`config.mk`:
```
export PLATFORM = sky130hd
export DESIGN_NAME = mem_arbiter_flat
export DESIGN_NICKNAME = d
export VERILOG_FILES = /design/src/rtl/mem_arbiter_if.sv /design/src/rtl/mem_arbiter.sv /design/src/flat_wrapper.sv
export SDC_FILE = /design/constraint.sdc
export NUM_CORES = 1
export LEC_CHECK = 0
export ABC_AREA = 1
export ABC_CLOCK_PERIOD_IN_PS = 1800
export CORE_MARGIN = 10
export CORE_UTILIZATION = 41
export DETAILED_ROUTE_END_ITERATION = 7
export HOLD_SLACK_MARGIN = 0.12
export PLACE_DENSITY = 0.84
export SETUP_SLACK_MARGIN = 0.1
export SYNTH_ARGS = -nofsm -noshare
export SYNTH_HDL_FRONTEND = slang
export SYNTH_SLANG_ARGS = --single-unit
```
`constraint.sdc`:
```
create_clock -name clk -period 1.8 [get_ports clk]
set_input_delay 0.36 -clock clk [delete_from_list [all_inputs] [get_ports clk]]
set_output_delay 0.36 -clock clk [all_outputs]
set_load 0.05 [all_outputs]
```
`src/rtl/mem_arbiter_if.sv`:
```
// Requester, read-return and ROM-side signals of the two-port ROM arbiter.
// The slave modport is the arbiter's view; the master modport is the environment's view.
interface mem_arbiter_if #(
  parameter int MEM_ADDR  = 4,
  parameter int MEM_EXTRA = 4
);
  localparam int DW = (2**MEM_EXTRA) * 8;

  logic                 p0_req;
  logic                 p1_req;
  logic [MEM_ADDR:0]    p0_addr;
  logic [MEM_ADDR:0]    p1_addr;
  logic [MEM_EXTRA-1:0] p0_extra;
  logic [MEM_EXTRA-1:0] p1_extra;
  logic                 p0_gnt;
  logic                 p1_gnt;
  logic                 p0_valid;
  logic                 p1_valid;
  logic [DW-1:0]        rd_data;
  logic                 rd_error;
  logic                 busy;
  logic [MEM_ADDR:0]    mem_addr;
  logic [MEM_EXTRA-1:0] mem_extra;
  logic [DW-1:0]        mem_data;
  logic                 mem_error;

  modport slave (
    input  p0_req, p1_req, p0_addr, p1_addr, p0_extra, p1_extra, mem_data, mem_error,
    output p0_gnt, p1_gnt, p0_valid, p1_valid, rd_data, rd_error, busy, mem_addr, mem_extra
  );

  modport master (
    output p0_req, p1_req, p0_addr, p1_addr, p0_extra, p1_extra, mem_data, mem_error,
    input  p0_gnt, p1_gnt, p0_valid, p1_valid, rd_data, rd_error, busy, mem_addr, mem_extra
  );
endinterface

```
`src/rtl/mem_arbiter.sv`:
```
// Round-robin arbiter sharing one 1-cycle ROM between fetch (p0) and data (p1) requesters.
// Fixed latency: arbitration edge T, gnt in T+1, valid in T+3; no queueing, requesters hold req until gnt.
module mem_arbiter #(
  parameter int MEM_ADDR  = 4,
  parameter int MEM_EXTRA = 4
) (
  input  logic          clk,
  input  logic          reset,
  mem_arbiter_if.slave  bus
);
  localparam int DW = (2**MEM_EXTRA) * 8;

  typedef enum logic [1:0] {IDLE, ISSUE, RETURN} state_t;

  state_t               state_q;
  state_t               state_d;
  logic                 owner_q;
  logic                 last_gnt_q;
  logic                 valid_q;
  logic [DW-1:0]        rd_data_q;
  logic                 rd_error_q;
  logic [MEM_ADDR:0]    mem_addr_q;
  logic [MEM_EXTRA-1:0] mem_extra_q;
  logic                 arb_fire;
  logic                 arb_win;

  always_comb begin
    state_d  = state_q;
    arb_fire = 1'b0;
    arb_win  = 1'b0;
    case (state_q)
      IDLE: begin
        if (bus.p0_req || bus.p1_req) begin
          arb_fire = 1'b1;
          // On a tie the requester not granted last wins.
          if (bus.p0_req && bus.p1_req) arb_win = ~last_gnt_q;
          else                          arb_win = bus.p1_req;
          state_d = ISSUE;
        end
      end
      ISSUE:   state_d = RETURN;
      RETURN:  state_d = IDLE;
      default: state_d = IDLE;
    endcase
  end

  always_ff @(posedge clk) begin
    if (!reset) begin
      state_q     <= IDLE;
      owner_q     <= 1'b0;
      last_gnt_q  <= 1'b1;
      valid_q     <= 1'b0;
      rd_data_q   <= '0;
      rd_error_q  <= 1'b0;
      mem_addr_q  <= '0;
      mem_extra_q <= '0;
    end else begin
      state_q <= state_d;
      valid_q <= (state_q == RETURN);
      if (arb_fire) begin
        owner_q     <= arb_win;
        last_gnt_q  <= arb_win;
        mem_addr_q  <= arb_win ? bus.p1_addr  : bus.p0_addr;
        mem_extra_q <= arb_win ? bus.p1_extra : bus.p0_extra;
      end
      // The ROM output for mem_addr is present during RETURN.
      if (state_q == RETURN) begin
        rd_data_q  <= bus.mem_data;
        rd_error_q <= bus.mem_error;
      end
    end
  end

  assign bus.p0_gnt    = (state_q == ISSUE) && !owner_q;
  assign bus.p1_gnt    = (state_q == ISSUE) &&  owner_q;
  assign bus.p0_valid  = valid_q && !owner_q;
  assign bus.p1_valid  = valid_q &&  owner_q;
  assign bus.rd_data   = rd_data_q;
  assign bus.rd_error  = rd_error_q;
  assign bus.busy      = (state_q != IDLE);
  assign bus.mem_addr  = mem_addr_q;
  assign bus.mem_extra = mem_extra_q;
endmodule

```
`src/flat_wrapper.sv`:
```
// flat-port wrapper written by rule: the top's interface ports become plain ports
module mem_arbiter_flat 
#(
  parameter int MEM_ADDR  = 4,
  parameter int MEM_EXTRA = 4
)
  (clk, reset, bus_p0_req, bus_p1_req, bus_p0_addr, bus_p1_addr, bus_p0_extra, bus_p1_extra, bus_mem_data, bus_mem_error, bus_p0_gnt, bus_p1_gnt, bus_p0_valid, bus_p1_valid, bus_rd_data, bus_rd_error, bus_busy, bus_mem_addr, bus_mem_extra);
  mem_arbiter_if #(.MEM_ADDR(MEM_ADDR), .MEM_EXTRA(MEM_EXTRA)) bus_i ();
  input  logic clk;
  input  logic reset;
  input wire logic [$bits(bus_i.p0_req)-1:0] bus_p0_req;
  input wire logic [$bits(bus_i.p1_req)-1:0] bus_p1_req;
  input wire logic [$bits(bus_i.p0_addr)-1:0] bus_p0_addr;
  input wire logic [$bits(bus_i.p1_addr)-1:0] bus_p1_addr;
  input wire logic [$bits(bus_i.p0_extra)-1:0] bus_p0_extra;
  input wire logic [$bits(bus_i.p1_extra)-1:0] bus_p1_extra;
  input wire logic [$bits(bus_i.mem_data)-1:0] bus_mem_data;
  input wire logic [$bits(bus_i.mem_error)-1:0] bus_mem_error;
  output wire logic [$bits(bus_i.p0_gnt)-1:0] bus_p0_gnt;
  output wire logic [$bits(bus_i.p1_gnt)-1:0] bus_p1_gnt;
  output wire logic [$bits(bus_i.p0_valid)-1:0] bus_p0_valid;
  output wire logic [$bits(bus_i.p1_valid)-1:0] bus_p1_valid;
  output wire logic [$bits(bus_i.rd_data)-1:0] bus_rd_data;
  output wire logic [$bits(bus_i.rd_error)-1:0] bus_rd_error;
  output wire logic [$bits(bus_i.busy)-1:0] bus_busy;
  output wire logic [$bits(bus_i.mem_addr)-1:0] bus_mem_addr;
  output wire logic [$bits(bus_i.mem_extra)-1:0] bus_mem_extra;
  assign bus_i.p0_req = bus_p0_req;
  assign bus_i.p1_req = bus_p1_req;
  assign bus_i.p0_addr = bus_p0_addr;
  assign bus_i.p1_addr = bus_p1_addr;
  assign bus_i.p0_extra = bus_p0_extra;
  assign bus_i.p1_extra = bus_p1_extra;
  assign bus_i.mem_data = bus_mem_data;
  assign bus_i.mem_error = bus_mem_error;
  assign bus_p0_gnt = bus_i.p0_gnt;
  assign bus_p1_gnt = bus_i.p1_gnt;
  assign bus_p0_valid = bus_i.p0_valid;
  assign bus_p1_valid = bus_i.p1_valid;
  assign bus_rd_data = bus_i.rd_data;
  assign bus_rd_error = bus_i.rd_error;
  assign bus_busy = bus_i.busy;
  assign bus_mem_addr = bus_i.mem_addr;
  assign bus_mem_extra = bus_i.mem_extra;
  mem_arbiter #(.MEM_ADDR(MEM_ADDR), .MEM_EXTRA(MEM_EXTRA)) u_core (.clk(clk), .reset(reset), .bus(bus_i));
endmodule
```
### After elaboration in Yosys (flattened, before gate mapping)

Index checks and enable logic that the tools add are counted.

* bits in registers: 143
* word-level logic and storage cells: 30
* bits of input ports: 151
* output and inout port bits: 143

* equality and inequality tests: 3
* reduce and logical (&&, ||, !) cells: 9
* multiplexer cells: 9
* bitwise operators: 1

Operators with widths (count)
* $logic_and 1x1->1: 5
* $mux 1: 5
* $mux 5: 1
* $mux 4: 1
* $pmux 2 s2: 1
* $eq 2x1->1 const B: 1
* $eq 2x2->1 const B: 1
* $logic_not 2->1: 1
* $mux 2: 1
* $ne 2x1->1 const B: 1
* $reduce_bool 2->1: 1
* $logic_not 1->1: 1
* $logic_or 1x1->1: 1
* $not 1->1: 1

### Logic depth before layout (Yosys ltp)

* depth after elaboration: 5
* depth in mapped cells: 7
* gate-level depth less buffers: 6

### Least setup slack after synthesis

OpenSTA, ideal clock, no wires.

* path kind: register -> output
* from: register u_core.state_q[0]
* to: output port bus_p0_gnt
* setup slack: 0.303 ns
* buffers on the path: 0
* arrival: 1.137 ns
* cell stages (with the launch flop): 3
* path through: dfxtp_1 > nand2_1 > nor2_1

* word-level cells in the longest chain between the ends: 2

Ends and longest elaborated chain
* start, declared: line mem_arbiter.sv:15 `state_t state_q;`
* start signal, assigned: line mem_arbiter.sv:58 `state_q <= state_d;`
* $eq 2x1->1: line mem_arbiter.sv:74 `assign bus.p0_gnt = (state_q == ISSUE) && !owner_q;`
* $logic_and 1x1->1: line mem_arbiter.sv:74
* end, declared: line flat_wrapper.sv:19 `output wire logic [$bits(bus_i.p0_gnt)-1:0] bus_p0_gnt;`

Every way passes these cells.

### Final worst setup path

* from: register u_core.state_q[1]
* to: output port bus_p1_gnt

* word-level cells in the longest chain between the ends: 2

Ends and longest elaborated chain
* $eq 2x1->1: line mem_arbiter.sv:75 `assign bus.p1_gnt = (state_q == ISSUE) && owner_q;`
* $logic_and 1x1->1: line mem_arbiter.sv:75
* end, declared: line flat_wrapper.sv:20 `output wire logic [$bits(bus_i.p1_gnt)-1:0] bus_p1_gnt;`

Every way passes these cells.

==> metrics.md <==
| Metric | Value |
|---|---|
| Port bufs | `293` |
| DP Area | `7785 um2` |
| Global-route wire length before repair | `28190 um` |
| Cell-internal power | `0.006302 W` |
| Kind of critical path | `reg2out` |
| Worst EP required | `1440 ps` |
| Final instance area | `8391 um2` |
| VDD IR-drop max | `0.6729 mV` |
| Worst hold-check path type | `reg2reg` |
| DRC | `0` |
| Total number of vias | `5267` |
| #FFs+latches synth | `143` |
| I/O Pins | `294` |
| Initial antenna violation count | `0` |
| Worst path depth | `4` |
| Seq/Total Area, Yosys | `55.57%` |
| Fin crit period | `1593 ps` |
| Cell Count, Final, Fillers Out | `1119` |
| Mapped Cells | `667` |
| Netlist Area Pre-Place | `5151 um2` |
| Logic pwr share | `21.0%` |
| Worst r2r dst | `u_core.bus.rd_data[11]$_SDFFE_PN0P_` |
| Fin nets | `1089` |
| Delay of the slowest critical-path stage | `320 ps` |
| Main synth FF type | `dfxtp_1` |
| Clock Power Share | `39.7%` |
| R2r setup slk | `380 ps` |
| Initial DRC Count | `400` |
| Total CTS buffers | `17` |
| Sw Ratio | `28.95%` |
| Root Driver | `clkbuf_16` |
| Die ar. | `17450 um2` |
| Final Cycle Share | `88.48%` |
| Net Sw Power | `0.002568 W` |
| Row count | `40` |
| Share of cells above drive strength 1 | `19.66%` |
| Fin Setup TNS | `0 ps` |
| Max Cap Violations | `0` |
| Starting density of the core | `42.36%` |
| Number of flops mapped to enable cells by yosys | `0` |
| Bufs and invs on worst path | `2` |
| Worst-case reg-to-reg path depth | `5` |
| Leakage | `3.989 nW` |
| # setup viols final | `0` |
| Launching point of the worst reg2reg path | `u_core.state_q[1]$_SDFFE_PN0P_` |
| # fillers | `988` |
| Inst Count DP | `1087` |
| DR WL/cell | `16.26 um` |
| Final ANT Viol Nets | `0` |
| Critical path arrival | `1230 ps` |
| Area Growth Syn to Fin | `62.89%` |
| Fmax | `627.9 MHz` |
| Synth warnings | `0` |
| Syn avg cell area | `7.723 um2` |
| Seq pwr share | `39.3%` |
| CP Capture Point | `bus_p1_gnt` |
| Htree depth | `4` |
| Largest net degree at the start of global routing | `141` |
| Worst skew pair latency | `410 ps` |
| Type of origin of the critical path | `flop` |
| Longest Clk Path Bufs | `2` |
| Die Wd | `132.1 um` |
| CTS tree | `built` |
| Final wirelength | `18200 um` |
| Worst slew margin relative to its limit | `64.44%` |
| Clk sinks | `143` |
| RSZ-0062 raised after global routing | `false` |
| Core area | `12160 um2` |
| Diodes inserted | `0` |
| Pre-Repair DR Iteration Count | `5` |
| Gr usage total | `20.09%` |
| Synth unique cells | `17` |
| GPL Wtd Cong | `0.8167` |
| Via count of the first global-routing pass | `5047` |
| Clk slew on worst S/H paths | `60 ps` |
| Crit path cell chain | `inv_2 -> nand2_1 -> nor2_2 -> buf_12` |
| Worst-Margin Slew | `533.4 ps` |
| Post-Syn Nets | `818` |
| Vias per inst | `4.707` |
| FFs w/ async S/R, synth | `0%` |
| Post-DP HPWL | `13170 um` |
| # hold bufs at CTS | `0` |
| Skew final | `8.641 ps` |
| Height of the die | `132.1 um` |
| CP delay by family, top | `flip-flops` |
| Outcome | `finished clean` |
| Pwr dens | `1057 nW/um2` |
| Final Max Slew Viols | `0` |
| Worst Setup End Kind | `primary output` |
| Grt ovf | `0` |
| Total power | `0.008871 W` |
| Crit-path slowest cell | `dfxtp_1` |
| Crit-path max FO | `3` |
| Worst Setup SP | `u_core.state_q[1]$_SDFFE_PN0P_` |
| Final Hold Vio Count | `0` |
[layout make-up]
cell class	count	area [um2]	share of cell area [%]
flip-flops and latches	143	2864	34.13
inverters	26	100.1	1.193
multi-input cells	452	1909	22.76
clock buffers	21	460.4	5.488
well taps	168	210.2	2.505
clock inverters	11	138.9	1.655
repair buffers	298	2708	32.27
[cell usage in the layout (no fill, tap or decap), types with 5 or more instances in the layout]
| cell type | instances |
|---|---|
| nor2_1 | 264 |
| clkdlybuf4s50_1 | 149 |
| dfxtp_1 | 142 |
| buf_4 | 140 |
| o21ai_0 | 128 |
| nand2_1 | 32 |
| inv_1 | 24 |
| clkbuf_16 | 17 |
| o21ai_1 | 10 |
| a21oi_1 | 10 |
| buf_12 | 8 |
| clkinv_2 | 5 |
[power by group through the flow]
stage	combinational, W	sequential, W	clock [W]
finish	0.00187	0.00348	0.00352
global route	0.00198	0.00351	0.00374
CTS	0.00188	0.00348	0.00358
detailed placement	0.00188	0.00354	0
global placement	0.00186	0.00354	0
floorplan	0.000405	0.00423	0
[flip-flops by register name, summed over array words and instances (netlist names)]
signal,cells
u_core.bus.mem_extra,4
u_core.bus.rd_error,1
u_core.owner_q,1
u_core.state_q,2
u_core.valid_q,1
u_core.last_gnt_q,1
u_core.bus.mem_addr,5
u_core.bus.rd_data,128
[per-layer routing]
layer	wire [um]	up-vias	GRT usage, %
met1	7575	2358	23.59
met4	129	0	5.810
li1	-	2649	-
met5	0	-	0
met2	8568	247	31.75
met3	1921	13	9.680
[synth_stat cells, types with 7 or more instances]
| master | n | area (um2) |
|---|---|---|
| a21oi_1 | 10 | 50.05 |
| buf_2 | 10 | 50.05 |
| buf_4 | 13 | 97.59 |
| buf_6 | 7 | 78.83 |
| clkbuf_1 | 15 | 56.30 |
| dfxtp_1 | 143 | 2863 |
| inv_1 | 24 | 90.09 |
| nand2_1 | 32 | 120.1 |
| nor2_1 | 266 | 998.5 |
| o21ai_0 | 128 | 640.6 |
| o21ai_1 | 10 | 50.05 |
[cell families after synthesis]
logic type	synth area share, %
simple gates	22.59
compound gates	14.38
flops	55.57
buf+inv	7.457
[how the worst min path moves through the flow]
stage          cells after the start                                   to                                start  slack, ps
3_3_place_gp                       2       u_core.last_gnt_q$_SDFFE_PN1P_       u_core.last_gnt_q$_SDFFE_PN1P_        490
4_1_cts                            3       u_core.last_gnt_q$_SDFFE_PN1P_                                reset        480
2_1_floorplan                      2       u_core.last_gnt_q$_SDFFE_PN1P_       u_core.last_gnt_q$_SDFFE_PN1P_        430
6_report                           2  u_core.bus.rd_data[24]$_SDFFE_PN0P_  u_core.bus.rd_data[24]$_SDFFE_PN0P_        500
3_5_place_dp                       2       u_core.last_gnt_q$_SDFFE_PN1P_       u_core.last_gnt_q$_SDFFE_PN1P_        490
5_1_grt                            3       u_core.last_gnt_q$_SDFFE_PN1P_                                reset        500
[timing repair]
action	4_1_cts	5_1_grt
buffers inserted	0	0
resized for setup	1	2
endpoints found under the setup margin	1	2
[tightest hold or removal path, cell delays in order, from the launching register on]
cell,delay [ps]
dfxtp_1,320
o21ai_1,70
nor2_1,80
[through the flow]
step / setup slack [ps] / hold WS (ps) / util, %
final: 207.3 / 501.2 / 68.99
after global routing: 115.8 / 499.3 / 68.99
after CTS: 88.65 / 482.7 / 68.96
after detailed placement: 130.5 / 485.2 / 64.01
after global placement: 161.0 / 486.0 / 64.01
after floorplan: 303.1 / 428.7 / -
No activity file was read; power rests on OpenSTA's default activity.
